--- src/rtl/morse_player.sv ---
// ============================================================================
//  Module      : morse_player
//  Description : Plays one 5-symbol Morse character (dot/dash, MSB first) as a
//                timed tone envelope; optional square-wave buzzer drive is
//                built only when MORSE_PLAYER_BUZZER_EN is defined.
//  Revision    : 1.0 - initial release
// ============================================================================
`default_nettype none

module morse_player #(
    parameter int UNIT_CYCLES      = 25_000_000,
    parameter int BUZZ_HALF_PERIOD = 50_000
) (
    input  logic       clk,
    input  logic       rst_n,
    input  logic       start,
    input  logic [4:0] morse_code,
    output logic       tone_out,
    output logic       buzzer,
    output logic       busy,
    output logic       done,
    output logic [2:0] sym_idx
);

    localparam int              c_cnt_w     = $clog2(3*UNIT_CYCLES + 1);
    localparam logic [c_cnt_w-1:0] c_one_load   = c_cnt_w'(UNIT_CYCLES - 1);
    localparam logic [c_cnt_w-1:0] c_three_load = c_cnt_w'(3*UNIT_CYCLES - 1);
    localparam logic [c_cnt_w-1:0] c_cnt_one    = c_cnt_w'(1);
    localparam logic [4:0]      c_code_none = 5'b10101;

    typedef enum logic [1:0] {
        IDLE     = 2'd0,
        MARK     = 2'd1,
        SPACE    = 2'd2,
        CHAR_GAP = 2'd3
    } state_t;

    state_t               r_state;
    state_t               w_next_state;
    logic [c_cnt_w-1:0]   r_cnt;
    logic [c_cnt_w-1:0]   w_next_cnt;
    logic [2:0]           r_sym;
    logic [2:0]           w_next_sym;
    // Shift register: bit 4 always holds the symbol currently playing
    logic [4:0]           r_code;
    logic [4:0]           w_next_code;
    logic                 w_done;
    logic                 r_tone;
    logic                 r_busy;
    logic                 r_done;

    always_comb begin
        w_next_state = r_state;
        w_next_cnt   = r_cnt;
        w_next_sym   = r_sym;
        w_next_code  = r_code;
        w_done       = 1'b0;
        case (r_state)
            IDLE: begin
                if (start && (morse_code != c_code_none)) begin
                    w_next_state = MARK;
                    w_next_code  = morse_code;
                    w_next_sym   = 3'd0;
                    w_next_cnt   = morse_code[4] ? c_three_load : c_one_load;
                end
            end
            MARK: begin
                if (r_cnt == '0) begin
                    if (r_sym == 3'd4) begin
                        w_next_state = CHAR_GAP;
                        w_next_cnt   = c_three_load;
                    end else begin
                        w_next_state = SPACE;
                        w_next_cnt   = c_one_load;
                    end
                end else begin
                    w_next_cnt = r_cnt - c_cnt_one;
                end
            end
            SPACE: begin
                if (r_cnt == '0) begin
                    w_next_state = MARK;
                    w_next_sym   = r_sym + 3'd1;
                    w_next_code  = {r_code[3:0], 1'b0};
                    w_next_cnt   = r_code[3] ? c_three_load : c_one_load;
                end else begin
                    w_next_cnt = r_cnt - c_cnt_one;
                end
            end
            CHAR_GAP: begin
                if (r_cnt == '0) begin
                    w_next_state = IDLE;
                    w_next_sym   = 3'd0;
                    w_next_cnt   = '0;
                    w_done       = 1'b1;
                end else begin
                    w_next_cnt = r_cnt - c_cnt_one;
                end
            end
            default: begin
                w_next_state = IDLE;
                w_next_sym   = 3'd0;
                w_next_cnt   = '0;
            end
        endcase
    end

    // Outputs are registered from next-state so they align with the state
    always_ff @(posedge clk or negedge rst_n) begin
        if (!rst_n) begin
            r_state <= IDLE;
            r_cnt   <= '0;
            r_sym   <= 3'd0;
            r_code  <= c_code_none;
            r_tone  <= 1'b0;
            r_busy  <= 1'b0;
            r_done  <= 1'b0;
        end else begin
            r_state <= w_next_state;
            r_cnt   <= w_next_cnt;
            r_sym   <= w_next_sym;
            r_code  <= w_next_code;
            r_tone  <= (w_next_state == MARK);
            r_busy  <= (w_next_state != IDLE);
            r_done  <= w_done;
        end
    end

    assign tone_out = r_tone;
    assign busy     = r_busy;
    assign done     = r_done;
    assign sym_idx  = r_sym;

`ifdef MORSE_PLAYER_BUZZER_EN
    localparam int               c_bz_w    = $clog2(BUZZ_HALF_PERIOD + 1);
    localparam logic [c_bz_w-1:0] c_bz_load = c_bz_w'(BUZZ_HALF_PERIOD - 1);
    localparam logic [c_bz_w-1:0] c_bz_one  = c_bz_w'(1);

    logic [c_bz_w-1:0] r_bz_cnt;
    logic              r_buzz;

    always_ff @(posedge clk or negedge rst_n) begin
        if (!rst_n) begin
            r_bz_cnt <= '0;
            r_buzz   <= 1'b0;
        end else if (w_next_state == MARK) begin
            if (r_state != MARK) begin
                r_buzz   <= 1'b1;
                r_bz_cnt <= c_bz_load;
            end else if (r_bz_cnt == '0) begin
                r_buzz   <= ~r_buzz;
                r_bz_cnt <= c_bz_load;
            end else begin
                r_bz_cnt <= r_bz_cnt - c_bz_one;
            end
        end else begin
            r_bz_cnt <= '0;
            r_buzz   <= 1'b0;
        end
    end

    assign buzzer = r_buzz;
`else
    // Always 0; the term only keeps BUZZ_HALF_PERIOD referenced in this build
    assign buzzer = 1'b0 & (BUZZ_HALF_PERIOD == 0);
`endif

endmodule

`default_nettype wire
--- config.mk ---
export PLATFORM = sky130hd
export DESIGN_NAME = morse_player
export DESIGN_NICKNAME = d
export VERILOG_FILES = /design/src/rtl/morse_player.sv
export SDC_FILE = /design/constraint.sdc
export NUM_CORES = 1
export LEC_CHECK = 0
export ABC_AREA = 0
export CORE_UTILIZATION = 52
export DETAILED_ROUTE_END_ITERATION = 10
export PLACE_DENSITY = 0.71
export SYNTH_ARGS = -nofsm -noshare
export SYNTH_HDL_FRONTEND = slang
export SYNTH_SLANG_ARGS = --single-unit
export TNS_END_PERCENT = 30
--- constraint.sdc ---
create_clock -name clk -period 4.65 [get_ports clk]
set_input_delay 0.465 -clock clk [delete_from_list [all_inputs] [get_ports clk]]
set_output_delay 0.465 -clock clk [all_outputs]
set_load 0.05 [all_outputs]
==> impl_metrics.csv, run 1 <==
group,metric,value,unit
sta,max_freq,346.6,MHz
synth,synth_nets,290,
cells_and_area,syn_to_final_growth,9.338,%
cts,tritoncts,"done",
synth,synth_area,2532,µm²
sta,slew_violations,0,
pwr,seq_power_share,0.567,
sta,hold_viol,0,
sta,setup_tns,0,ps
synth,synthCells,273,
die,fp.coreArea,4692,µm²
grt,met1_usage,0.3586,
drt,wl_per_cell,17.97,µm
synth,synth_top_area_share,0.3656,
cells_and_area,finish.utilization,0.5901,
cells_and_area,layout.nets,300,
pwr,comb_power_share,0.032,
drt,vias_per_cell,6.577,
grt,antenna_found_initial,0,
synth,yosysTopAreaCell,"dfrtp_1",
run,cap_violations,0,
die,fp.dieW,71.79,µm
place,dpl.hpwl,4187,µm
grt,grt_overflow,0,
cts,root_buffer,"clkbuf_8",
cts,clk_path_buf_depth,2,
grt,grt_usage,0.2568,
drt,dr.pass1.iters,5,
setup_path,path_class,"register to register",
cells_and_area,drive_above_1_share,0.1268,
cts,clkLatencyLatePin,300,ps
grt,busiest_layer,"met2",
cts,postCtsSetupBuffers,0,
die,start_util,0.5397,
drt,drc_errors,0,
die,die_y,71.79,µm
setup_path,cp_slowest_cell,"a2111oi_4",
sta,max_slew_margin,0.3989,
grt,grt_max_degree,40,
grt,grt_pass1_wl,10250,µm
sta,setup_violations,0,
pwr,clkPwrFrac,0.401,
worst_hold_path,hold_path.class,"input port to asynchronous set/reset pin",
die,dieArea,5153,µm²
pwr,power.leakage,1.163,nW
cts,ctsResizeCount,0,
die,top_level_ports,15,
grt,met2_usage,0.4078,
pwr,switching_power,0.1353,mW
pwr,peakVddDrop,0.1688,mV
synth,synth-async-reset-ratio,1.000,
cts,path_clk_slew,80,ps
synth,synth_edf_count,0,
sta,post-route-min-period,2885,ps
pwr,internal_power,0.4687,mW
setup_path,crit_fanout,13,
cells_and_area,stdcell_count,338,
cts,cts.hold.buffers_added,0,
cells_and_area,n_antenna_cell,0,
cts,h-tree-depth,2,
run_status,status,"finished clean",
synth,synthTopCellsByArea,"dfrtp_1, ha_1, nor2_1",
synth,synth_warnings,0,
setup_path,cp.required,4840,ps
drt,wl,6075,µm
synth,synth_cell_types,61,
setup_path,worst_path_largest_cell_delay,870,ps
pwr,power_density,218.1,nW/µm²
sta,worstMarginPinSlew,901.6,ps
place,gp_congestion,0.9713,
sta,period_share,0.6205,
drt,drtAntennaViolNets,0,
place,io_buffers,13,
synth,synthFlopType,"dfrtp_1",
synth,synth-seq-cells,39,
synth,syn_avg_cell_area,9.276,µm²
setup_path,startpoint,"r_cnt[10]",
place,dp.cells,330,
pwr,power_switching_share,0.2240,
setup_path,cp.arrival,3070,ps
setup_path,cp-start-kind,"register",
sta,rsz0062_at_grt,"false",
setup_path,path_cells,"nor4_2 -> and4_1 -> nand2_1 -> a2111oi_4 -> a31oi_1 -> o21a_1",
synth,ys_seq_area_frac,0.3864,
drt,vias,2223,
setup_path,crit_buf_inv,0,
grt,met3_usage,0.04501,
setup_path,crit_path_end_kind,"register",
drt,drtIter0Drc,213,
die,row_count,25,
sta,fin_skew,4.509,ps
setup_path,path_delay_family,"simple AND/OR/NAND/NOR gates",
cts,cts_buffers,5,
cts,cts.sinks,39,
setup_path,reg2reg_from,"r_cnt[10]",
grt,grt_pass1_vias,2077,
-- power by group through the flow --
stage | Sequential, mW | Combinational (mW) | Clock [mW]
5_1_grt | 0.343 | 0.0215 | 0.260
6_report | 0.342 | 0.0191 | 0.242
2_1_floorplan | 0.349 | 0.00624 | 0
4_1_cts | 0.343 | 0.0197 | 0.246
3_3_place_gp | 0.349 | 0.0191 | 0
3_5_place_dp | 0.349 | 0.0197 | 0
-- state kept, by name (all words and copies together) (netlist names) --
signal and cells:
r_cnt 27, busy 1, r_code 4, done 1, sym_idx 3, r_state 2
tone_out 1
-- cell type report --
cell class	instances	area [µm²]
repair buffers	15	140.1
fillers	417	1923
multi-input cells	209	1443
clock inverters	1	5.005
well taps	54	67.56
flip-flops and latches	39	978.4
clock buffers	7	86.33
inverters	13	48.80
-- Yosys cell counts, drive strengths merged, types with 3 or more instances --
cell type,number
a211o,3
a211oi,5
a21o,3
a21oi,19
a311oi,5
a31oi,5
and3,3
buf,5
clkbuf,7
dfrtp,37
ha,9
inv,13
mux2,7
nand2,12
nand2b,3
nand3,6
nand4,4
nor2,29
nor2b,3
nor3,12
nor4,12
o211ai,4
o21ai,14
o31ai,3
o41ai,3
or2,4
or3,5
or4,5
xnor2,5
xor2,3
-- layer usage --
metal  up-vias  wire, µm  part of all wire
met5         -         0                 0
met4         0        74             0.012
met3         7       310             0.051
met2        70      2906              0.48
met1      1091      2783              0.46
li1       1055         -                 -
-- final timing paths --
check / endpoint / slack (ps) / depth (start not counted)
worst max-delay path: r_cnt[2] / 1760 / 6
worst min-delay path: done / 290 / 1
worst max register to register: r_cnt[2] / 1760 / 6
worst min register to register: r_code[0] / 490 / 2
max in group asynchronous: sym_idx[1] / 3790 / 1
min in group clk: r_code[0] / 490 / 2
-- placed cells by master, fill, tap and decap left out, types with 3 or more instances in the layout --
cell type,count
nand4_1,4
a31oi_1,5
nor2_1,28
clkdlybuf4s50_1,12
a311oi_1,5
nor3_1,10
xor2_1,3
ha_1,9
o41ai_1,3
or2_2,3
a21o_1,3
o31ai_1,3
or3_1,5
o21ai_0,13
nand2b_1,3
or4_1,4
nor4_2,3
o211ai_1,4
clkbuf_8,6
and3_1,3
a21oi_1,19
nand3_1,6
inv_1,13
a211o_1,3
nor4_1,8
a211oi_1,5
mux2_2,7
dfrtp_1,37
nor2b_1,3
nand2_1,12
xnor2_1,5
-- logic make-up (layout without fill, tap and decap cells) --
family | after synthesis | count (layout) | share of synthesized area
other | 1 | 1 | 0.001481
buffers and inverters | 25 | 36 | 0.04397
DFF | 39 | 39 | 0.3864
and+or+nand+nor | 104 | 104 | 0.2411
AOI/OAI and AO/OA | 79 | 79 | 0.2184
xor gates and xnor gates | 8 | 8 | 0.02767
muxes | 8 | 8 | 0.03656
adders and majority gates | 9 | 9 | 0.04447
-- stage by stage --
step | setup WS (ps) | hold WS [ps] | instance area (µm²) | power, mW
floorplan | 2418 | 169.4 | 2532 | 0.3550
global placement | 1611 | 481.7 | 2678 | 0.3682
detailed placement | 1634 | 488.5 | 2678 | 0.3688
CTS | 1820 | 324.8 | 2769 | 0.6084
global route | 1523 | 371.7 | 2769 | 0.6240
finish | 1765 | 293.1 | 2769 | 0.6040
No activity file was read; power rests on OpenSTA's default activity.
==> run 2: changes to the inputs <==
- PLACE_DENSITY: 0.71 -> 0.74
- clock period: 4.65 -> 2.4 ns (I/O delays scaled with it)
==> impl_metrics.csv, run 2 (synthesis gave the netlist of run 1 again) <==
group,metric,value,unit
cells_and_area,finish.utilization,0.6576,
cells_and_area,largest_register_ffs,27,
setup_path,rrSetupSlack,70,ps
run,cap_violations,0,
pwr,power.leakage,1.348,nW
place,dp.cells,361,
sta,post-route-min-period,2330,ps
cells_and_area,final_cell_mix,"dfrtp_1, buf_4, nor2_1",
cells_and_area,n_antenna_cell,0,
setup_path,startpoint,"r_cnt[20]",
setup_path,crit_fanout,5,
setup_path,cp-endpoint,"r_cnt[26]",
drt,vias,2345,
setup_path,path_class,"register to register",
sta,worst_slack,70.26,ps
drt,drtAntennaViolNets,0,
setup_path,cp.required,2590,ps
die,top_level_ports,15,
drt,dr.pass1.iters,5,
cts,cts_buffers,5,
grt,met3_usage,0.04641,
setup_path,reg2reg_from,"r_cnt[20]",
sta,slew_violations,0,
sta,period_share,0.9707,
drt,wl_per_cell,17.13,µm
place,dpl.hpwl,4602,µm
cts,clk_path_buf_depth,2,
place,dp_slack,16.60,ps
grt,antenna_found_initial,0,
cells_and_area,drive_above_1_share,0.2397,
drt,drtIter0Drc,210,
sta,setup_violations,0,
sta,worstMarginPinSlew,865.5,ps
setup_path,path_cells,"or4_1 -> or2_4 -> nor3_1 -> mux2_2 -> a211oi_1 -> nor3_1",
place,gp_congestion,0.9061,
cts,clkLatencyLatePin,300,ps
sta,max_freq,429.2,MHz
cells_and_area,layout.nets,333,
cts,path_clk_slew,90,ps
cts,cts.sinks,39,
grt,met1_usage,0.3591,
setup_path,cp.arrival,2520,ps
place,dpl-instance-area,2923,µm²
setup_path,crit_path_end_kind,"register",
die,row_count,25,
cells_and_area,syn_to_final_growth,21.84,%
place,io_buffers,13,
sta,hold_viol,0,
cells_and_area,stdcell_count,371,
die,dieArea,5153,µm²
cts,root_buffer,"clkbuf_8",
pwr,power_density,412.5,nW/µm²
sta,max_slew_margin,0.4230,
setup_path,r2r.worst_path.cells,6,
grt,grt_overflow,0,
cts,h-tree-depth,2,
setup_path,crit_path_frequent_cell,"nor3_1",
drt,vias_per_cell,6.321,
setup_path,rr_endpoint,"r_cnt[26]",
grt,grt_pass1_vias,2189,
setup_path,cp-start-kind,"register",
cells_and_area,fin_area,3085,µm²
run_status,status,"finished clean",
setup_path,worst_path_largest_cell_delay,600,ps
cells_and_area,final_common_cell,"dfrtp_1",
grt,grt_usage,0.2645,
grt,busiest_layer,"met2",
grt,grt_pass1_wl,10530,µm
drt,wl,6355,µm
die,fp.coreArea,4692,µm²
cts,tritoncts,"done",
die,die_y,71.79,µm
drt,drc_errors,0,
die,start_util,0.5397,
setup_path,cp_slowest_cell,"or4_1",
sta,fin_skew,10.85,ps
grt,grt_max_degree,40,
die,fp.dieW,71.79,µm
grt,met2_usage,0.4329,
pwr,peakVddDrop,0.2962,mV
cells_and_area,largest-register,"r_cnt",
worst_hold_path,hold_path.class,"input port to asynchronous set/reset pin",
==> run 2: layout make-up <==
cell class / count / area, µm²
Tap cell: 54 / 67.56
Clock inverter: 3 / 47.55
Inverter: 13 / 48.80
Timing Repair Buffer: 48 / 400.4
Clock buffer: 5 / 68.82
Multi-Input combinational cell: 209 / 1473
Sequential cell: 39 / 979.7
Fill cell: 397 / 1607
==> run 2: worst min path at each step <==
| stage | endpoint | slack (ps) | cells past startpoint | start |
|---|---|---|---|---|
| floorplan | busy | -60 | 0 | rst_n |
| global placement | r_cnt[11] | 400 | 1 | rst_n |
| detailed placement | r_cnt[14] | 410 | 1 | rst_n |
| CTS | r_cnt[10] | 80 | 1 | rst_n |
| global route | r_cnt[10] | 130 | 1 | rst_n |
| finish | r_cnt[10] | 50 | 1 | rst_n |
==> run 2: worst max-delay path, delay by kind of cell (launching register included) <==
family           cells  cell delay, ps
AO/OA/AOI/OAI        1             220
AND/OR/NAND/NOR      4            1240
flip-flops           1             390
multiplexers         1             370
==> run 2: layer usage <==
layer  wire (µm)  vias up
li1            -     1115
met5           0        -
met2        3028       80
met1        2855     1134
met4         117        0
met3         353       16
==> run 2: through the flow <==
stage          TNS, ps  total power [mW]  hold WS (ps)
2_1_floorplan        0            0.6879        -55.59
3_3_place_gp         0            0.7133         401.9
6_report             0             1.273         47.41
5_1_grt         -1.011             1.314         131.8
4_1_cts              0             1.287         78.85
3_5_place_dp         0            0.7143         412.2
==> run 2: where the power goes <==
group | switching, mW | total, mW | internal, mW
sequential | 0.00235 | 0.664 | 0.661
combinational | 0.0219 | 0.0366 | 0.0146
clock | 0.257 | 0.573 | 0.315
total | 0.282 | 1.27 | 0.991
==> run 2: repair_timing <==
action,4_1_cts,5_1_grt
resized for setup,1,6
cloned,0,0
setup buffers,0,2
pin swaps,0,1
endpoints found under the setup margin,1,20
hold buffers,0,0
